===== config.mk =====
export PLATFORM = sky130hd
export DESIGN_NAME = proc_control_flat
export DESIGN_NICKNAME = d
export VERILOG_FILES = /design/src/rtl/proc_control_if.sv /design/src/rtl/proc_control.sv /design/src/flat_wrapper.sv
export SDC_FILE = /design/constraint.sdc
export NUM_CORES = 1
export LEC_CHECK = 0
export CAP_MARGIN = 15
export CELL_PAD_IN_SITES_DETAIL_PLACEMENT = 0
export CELL_PAD_IN_SITES_GLOBAL_PLACEMENT = 2
export CORE_MARGIN = 1
export CORE_UTILIZATION = 23
export DETAILED_ROUTE_END_ITERATION = 12
export PLACE_DENSITY = 0.77
export SLEW_MARGIN = 20
export SYNTH_ARGS = -nofsm -noshare
export SYNTH_HDL_FRONTEND = slang
export SYNTH_SLANG_ARGS = --single-unit

===== constraint.sdc =====
create_clock -name clk -period 3.1 [get_ports clk]
set_clock_uncertainty 0.15 [all_clocks]
set_input_delay 0.465 -clock clk [delete_from_list [all_inputs] [get_ports clk]]
set_output_delay 0.465 -clock clk [all_outputs]
set_load 0.05 [all_outputs]

===== src/rtl/proc_control_if.sv =====
// Signal bundle between the processor control unit and its datapath / step counter.
// The control unit sits on the slave modport; the datapath side (or a bench) uses master.
interface proc_control_if #(
  parameter int DATA_W = 16,
  parameter int CNT_W  = 16
);
  logic              run;
  logic [DATA_W-1:0] din;
  logic [2:0]        tstep;
  logic              gnz;
  logic              ir_in;
  logic [7:0]        r_in;
  logic [7:0]        r_out;
  logic              a_in;
  logic              g_in;
  logic              g_out;
  logic              din_out;
  logic              add_sub;
  logic              done;
  logic              clear;
  logic              illegal;
  logic [CNT_W-1:0]  instr_count;

  modport master (
    output run, din, tstep, gnz,
    input  ir_in, r_in, r_out, a_in, g_in, g_out, din_out, add_sub, done, clear,
           illegal, instr_count
  );

  modport slave (
    input  run, din, tstep, gnz,
    output ir_in, r_in, r_out, a_in, g_in, g_out, din_out, add_sub, done, clear,
           illegal, instr_count
  );
endinterface


===== src/rtl/proc_control.sv =====
// Multi-cycle processor control unit: holds the instruction register and decodes
// opcode plus step into datapath strobes; also keeps a sticky illegal flag and retire count.
module proc_control #(
  parameter int DATA_W = 16,
  parameter int CNT_W  = 16
) (
  input  logic          clk,
  input  logic          reset,
  proc_control_if.slave bus
);

  typedef enum logic [2:0] {
    OP_MV   = 3'b000,
    OP_MVI  = 3'b001,
    OP_ADD  = 3'b010,
    OP_SUB  = 3'b011,
    OP_MVNZ = 3'b100
  } opcode_e;

  logic [8:0]       ir_q, ir_d;
  logic             illegal_q, illegal_d;
  logic [CNT_W-1:0] count_q, count_d;

  logic       ir_in_s, a_in_s, g_in_s, g_out_s, din_out_s, add_sub_s, done_s, clear_s;
  logic [7:0] r_in_s, r_out_s;
  logic       bad_step_s, illegal_op_s;
  opcode_e    op_s;
  logic [2:0] rx_s, ry_s;

  function automatic logic [7:0] onehot8(input logic [2:0] idx);
    onehot8 = 8'b0000_0001 << idx;
  endfunction

  assign op_s = opcode_e'(ir_q[8:6]);
  assign rx_s = ir_q[5:3];
  assign ry_s = ir_q[2:0];

  // Strobe decode from reset, step, registered instruction, run and gnz
  always_comb begin
    ir_in_s      = 1'b0;
    r_in_s       = 8'h00;
    r_out_s      = 8'h00;
    a_in_s       = 1'b0;
    g_in_s       = 1'b0;
    g_out_s      = 1'b0;
    din_out_s    = 1'b0;
    add_sub_s    = 1'b0;
    done_s       = 1'b0;
    bad_step_s   = 1'b0;
    illegal_op_s = 1'b0;
    if (reset) begin
      ir_in_s = 1'b0;
    end else if (bus.tstep == 3'd0) begin
      ir_in_s = bus.run;
    end else begin
      case (op_s)
        OP_MV: begin
          if (bus.tstep == 3'd1) begin
            r_out_s = onehot8(ry_s);
            r_in_s  = onehot8(rx_s);
            done_s  = 1'b1;
          end else begin
            bad_step_s = 1'b1;
          end
        end
        OP_MVI: begin
          if (bus.tstep == 3'd1) begin
            din_out_s = 1'b1;
            r_in_s    = onehot8(rx_s);
            done_s    = 1'b1;
          end else begin
            bad_step_s = 1'b1;
          end
        end
        OP_ADD, OP_SUB: begin
          case (bus.tstep)
            3'd1: begin
              r_out_s = onehot8(rx_s);
              a_in_s  = 1'b1;
            end
            3'd2: begin
              r_out_s   = onehot8(ry_s);
              g_in_s    = 1'b1;
              add_sub_s = (op_s == OP_SUB);
            end
            3'd3: begin
              g_out_s = 1'b1;
              r_in_s  = onehot8(rx_s);
              done_s  = 1'b1;
            end
            default: bad_step_s = 1'b1;
          endcase
        end
        OP_MVNZ: begin
          if (bus.tstep == 3'd1) begin
            done_s = 1'b1;
            if (bus.gnz) begin
              r_out_s = onehot8(ry_s);
              r_in_s  = onehot8(rx_s);
            end else begin
              r_out_s = 8'h00;
            end
          end else begin
            bad_step_s = 1'b1;
          end
        end
        default: begin
          // Undefined opcodes retire in one step without touching registers
          if (bus.tstep == 3'd1) begin
            done_s       = 1'b1;
            illegal_op_s = 1'b1;
          end else begin
            bad_step_s = 1'b1;
          end
        end
      endcase
    end
    clear_s = reset | done_s | ((bus.tstep == 3'd0) & ~bus.run) | bad_step_s;
  end

  // Next-state for instruction register, sticky illegal flag and retire counter
  always_comb begin
    if (ir_in_s) begin
      ir_d = bus.din[DATA_W-1 -: 9];
    end else begin
      ir_d = ir_q;
    end
    illegal_d = illegal_q | bad_step_s | illegal_op_s;
    if (done_s) begin
      count_d = count_q + {{(CNT_W-1){1'b0}}, 1'b1};
    end else begin
      count_d = count_q;
    end
  end

  // State registers
  always_ff @(posedge clk or posedge reset) begin
    if (reset) begin
      ir_q      <= 9'h000;
      illegal_q <= 1'b0;
      count_q   <= {CNT_W{1'b0}};
    end else begin
      ir_q      <= ir_d;
      illegal_q <= illegal_d;
      count_q   <= count_d;
    end
  end

  assign bus.ir_in       = ir_in_s;
  assign bus.r_in        = r_in_s;
  assign bus.r_out       = r_out_s;
  assign bus.a_in        = a_in_s;
  assign bus.g_in        = g_in_s;
  assign bus.g_out       = g_out_s;
  assign bus.din_out     = din_out_s;
  assign bus.add_sub     = add_sub_s;
  assign bus.done        = done_s;
  assign bus.clear       = clear_s;
  assign bus.illegal     = illegal_q;
  assign bus.instr_count = count_q;

endmodule


===== src/flat_wrapper.sv =====
// flat-port wrapper written by rule: the top's interface ports become plain ports
module proc_control_flat 
#(
  parameter int DATA_W = 16,
  parameter int CNT_W  = 16
)
  (clk, reset, bus_run, bus_din, bus_tstep, bus_gnz, bus_ir_in, bus_r_in, bus_r_out, bus_a_in, bus_g_in, bus_g_out, bus_din_out, bus_add_sub, bus_done, bus_clear, bus_illegal, bus_instr_count);
  proc_control_if #(.DATA_W(DATA_W), .CNT_W(CNT_W)) bus_i ();
  input  logic clk;
  input  logic reset;
  input wire logic [$bits(bus_i.run)-1:0] bus_run;
  input wire logic [$bits(bus_i.din)-1:0] bus_din;
  input wire logic [$bits(bus_i.tstep)-1:0] bus_tstep;
  input wire logic [$bits(bus_i.gnz)-1:0] bus_gnz;
  output wire logic [$bits(bus_i.ir_in)-1:0] bus_ir_in;
  output wire logic [$bits(bus_i.r_in)-1:0] bus_r_in;
  output wire logic [$bits(bus_i.r_out)-1:0] bus_r_out;
  output wire logic [$bits(bus_i.a_in)-1:0] bus_a_in;
  output wire logic [$bits(bus_i.g_in)-1:0] bus_g_in;
  output wire logic [$bits(bus_i.g_out)-1:0] bus_g_out;
  output wire logic [$bits(bus_i.din_out)-1:0] bus_din_out;
  output wire logic [$bits(bus_i.add_sub)-1:0] bus_add_sub;
  output wire logic [$bits(bus_i.done)-1:0] bus_done;
  output wire logic [$bits(bus_i.clear)-1:0] bus_clear;
  output wire logic [$bits(bus_i.illegal)-1:0] bus_illegal;
  output wire logic [$bits(bus_i.instr_count)-1:0] bus_instr_count;
  assign bus_i.run = bus_run;
  assign bus_i.din = bus_din;
  assign bus_i.tstep = bus_tstep;
  assign bus_i.gnz = bus_gnz;
  assign bus_ir_in = bus_i.ir_in;
  assign bus_r_in = bus_i.r_in;
  assign bus_r_out = bus_i.r_out;
  assign bus_a_in = bus_i.a_in;
  assign bus_g_in = bus_i.g_in;
  assign bus_g_out = bus_i.g_out;
  assign bus_din_out = bus_i.din_out;
  assign bus_add_sub = bus_i.add_sub;
  assign bus_done = bus_i.done;
  assign bus_clear = bus_i.clear;
  assign bus_illegal = bus_i.illegal;
  assign bus_instr_count = bus_i.instr_count;
  proc_control #(.DATA_W(DATA_W), .CNT_W(CNT_W)) u_core (.clk(clk), .reset(reset), .bus(bus_i));
endmodule

==> run summary <==
Yosys top cell area share = 43.9%
Clock Latency Late Sink = 0.27 ns
post-DR wirelength/cell = 12.3 um
Ant. Diodes = 0
switching share of total power = 35.6%
detailed-route vias per instance = 4.49
Post-DRT Antenna Nets = 0
Post-DP Area = 2490 um^2
Ys Warns = 0
Mapped Cells = 167
CP Class = reg -> out
Leakage = 0.00110 uW
crit share post-route = 97.1%
vias in the first global route = 1,336
DIE AREA = 6770 um^2
Crit path required time = 2.48 ns
die extent in y = 82.3 um
Max Cap Viol = 0
H-tree lvl count = 1
drt first pass iters = 4
storage element area = 652 um^2
cts bufs inserted = 3
Netlist Area Pre-Place = 1480 um^2
post-layout minimum cycle time = 3.01 ns
clk root buf = clkbuf_8
routed via count = 1,410
Int Pwr = 710 uW
placer congestion estimate = 0.679
most frequent cell after synthesis = nand2_1
antenna violations before repair = 0
post-synth net total = 191
Yosys top cell by area = dfrtp_1
number of distinct library cells after synthesis = 37
register share of total power = 41.8%
Slew Limit Fails = 0
Reg-to-Reg Start = u_core.ir_q[8]
Max clock buf depth = 2
total wire length = 3870 um
critical path startpoint = u_core.ir_q[8]
first-pass GRT wire length = 6180 um
top post-synthesis cells by count = nand2_1 (38), dfrtp_1 (26), nor2_1 (17), xnor2_1 (12)
hold_sp = u_core.bus.illegal
Core Region = 6060 um^2
dpl hpwl = 3040 um
FF+latch count, synth = 26
P&R area growth vs syn = 75.5%
number of synthesized flops with an enable pin = 0
status = completed
Initial Utilization = 24.5%
number of setup buffers added after CTS = 0
Final Cell Area = 2600 um^2
endpoints failing setup = 0
top_reg_cell synth = dfrtp_1
Final WS setup = 0.0901 ns
combinational power share = 32.9%
RSZ-0062 raised after global routing = false
CP endpoint kind = primary output
drt drc = 0
final setup TNS = 0 ns
CTS clk-pin slew, worst paths = 0.09 ns
Layout Utilization = 42.9%
fin nets = 264
P_sw = 393 uW
io pins = 64
Worst Path Buf+Inv = 1
CTS hold repair buffers = 0
CP Launch Type = register
area of the multi-input gates = 882 um^2
final hold violations = 0
asr flop ratio synth = 100%
worst-path fanout max = 8
CP cell instances = nand2b_4 -> or4b_4 -> o31a_1 -> or3b_4 -> o22ai_4 -> buf_12
GRT Resource Usage Total = 11.8%
Worst path slowest cell = or4b_4
Least-Margin Pin Slew = 0.502 ns
Place WS = -0.151 ns
P per Cell Area = 424 nW/um^2
slowest stage delay, CP = 0.50 ns
CP top delay family = simple AND/OR/NAND/NOR gates
initial DRC count = 61
Port Buffers = 56
Slew HR = 66.5%
FILL cells = 606
CTS tree = built
largest cells by area after synthesis = dfrtp_1 (44%), nand2_1 (9.6%), xnor2_1 (7.1%), nor2_1 (4.3%), nand2b_1 (2.5%)
fraction of layout cells with a size suffix above 1 = 25.9%
Worst EP arrival = 2.39 ns
Avg Cell Area, Syn = 8.88 um^2
grt total ovfl = 0
type of the most critical hold path = reg -> reg
Max Clk Rate = 332 MHz
sequential element share of the synthesized area = 43.9%
# clock sinks = 26
WHS = 0.319 ns
clock network fraction of total power = 25.3%
row count = 28
Die W = 82.3 um
Max VDD drop = 427 uV
pin count of the biggest net entering global routing = 28
[cell families (layout without fill, tap and decap cells)]
kind of cell | Yosys count | after routing | share of synthesized area, %
buf+inv | 7 | 79 | 2.36
mux | 3 | 3 | 2.11
flops | 26 | 26 | 43.9
xor+xnor | 16 | 16 | 9.45
fa+ha+maj | 1 | 1 | 0.844
simple gates | 97 | 97 | 33.6
compound gates | 17 | 17 | 7.76
[flip-flops by register name, indices dropped and copies added (netlist names)]
| signal | count |
|---|---|
| u_core.bus.illegal | 1 |
| u_core.bus.instr_count | 16 |
| u_core.ir_q | 9 |
[worst paths after layout]
| check | depth (start not counted) | slack, ns | endpoint |
|---|---|---|---|
| min reg2reg | 1 | 0.32 | u_core.bus.illegal |
| min in group asynchronous | 4 | 0.74 | u_core.ir_q[4] |
| max in group asynchronous | 4 | 1.80 | u_core.ir_q[8] |
| max | 6 | 0.09 | bus_r_out[7] |
| min | 1 | 0.32 | u_core.bus.illegal |
| max reg2reg | 5 | 1.15 | u_core.bus.instr_count[1] |
[worst register-to-register path: stages, from the launching register on]
cell and delay [ns]:
dfrtp_2 0.47, nand2b_4 0.19, xnor2_1 0.17, nor2_1 0.33, buf_4 0.21, mux2_2 0.33
[placed cells by master (no fill, tap or decap), types with 3 or more instances in the layout]
master	n
o21ai_0	4
nand2_1	38
clkbuf_8	3
xor2_1	4
nor2_1	15
nand3_1	6
clkdlybuf4s50_1	29
o22ai_2	3
and4_1	4
nand2b_1	6
inv_1	4
buf_12	22
dfrtp_1	25
xnor2_1	12
buf_4	17
nand4_1	5
nor2b_1	3
nor3_1	4
[repair_timing]
| action | CTS | global route |
|---|---|---|
| setup endpoints to repair | 9 | 10 |
| pin swaps | 3 | 2 |
| resized for setup | 6 | 6 |
[final cells by class]
cell class	instances	share of cell area [%]
Sequential cell	26	25.0
Inverter	4	0.577
Tap cell	75	3.61
Clock buffer	3	1.59
Multi-Input combinational cell	134	33.9
Timing Repair Buffer	71	34.1
Clock inverter	1	1.15
[power groups by stage]
| stage | clock (uW) | sequential (uW) | combinational [uW] |
|---|---|---|---|
| after global routing | 298 | 472 | 392 |
| after floorplan | 0 | 532 | 153 |
| after detailed placement | 0 | 466 | 361 |
| final | 279 | 461 | 363 |
| after global placement | 0 | 465 | 360 |
| after CTS | 289 | 462 | 365 |
[layer usage]
layer	GRT usage, %	vias up	share of wire (%)
met5	0	-	0
met4	3.68	0	0.78
met3	2.64	4	7.1
met2	19.7	36	46
met1	15.1	647	46
li1	-	723	-
[metrics by stage]
step                power, uW  instances
finish                   1100        314
global route             1160        314
CTS                      1120        314
detailed placement        827        310
global placement          825        310
floorplan                 684        167
(Power assumes the default switching activity.)
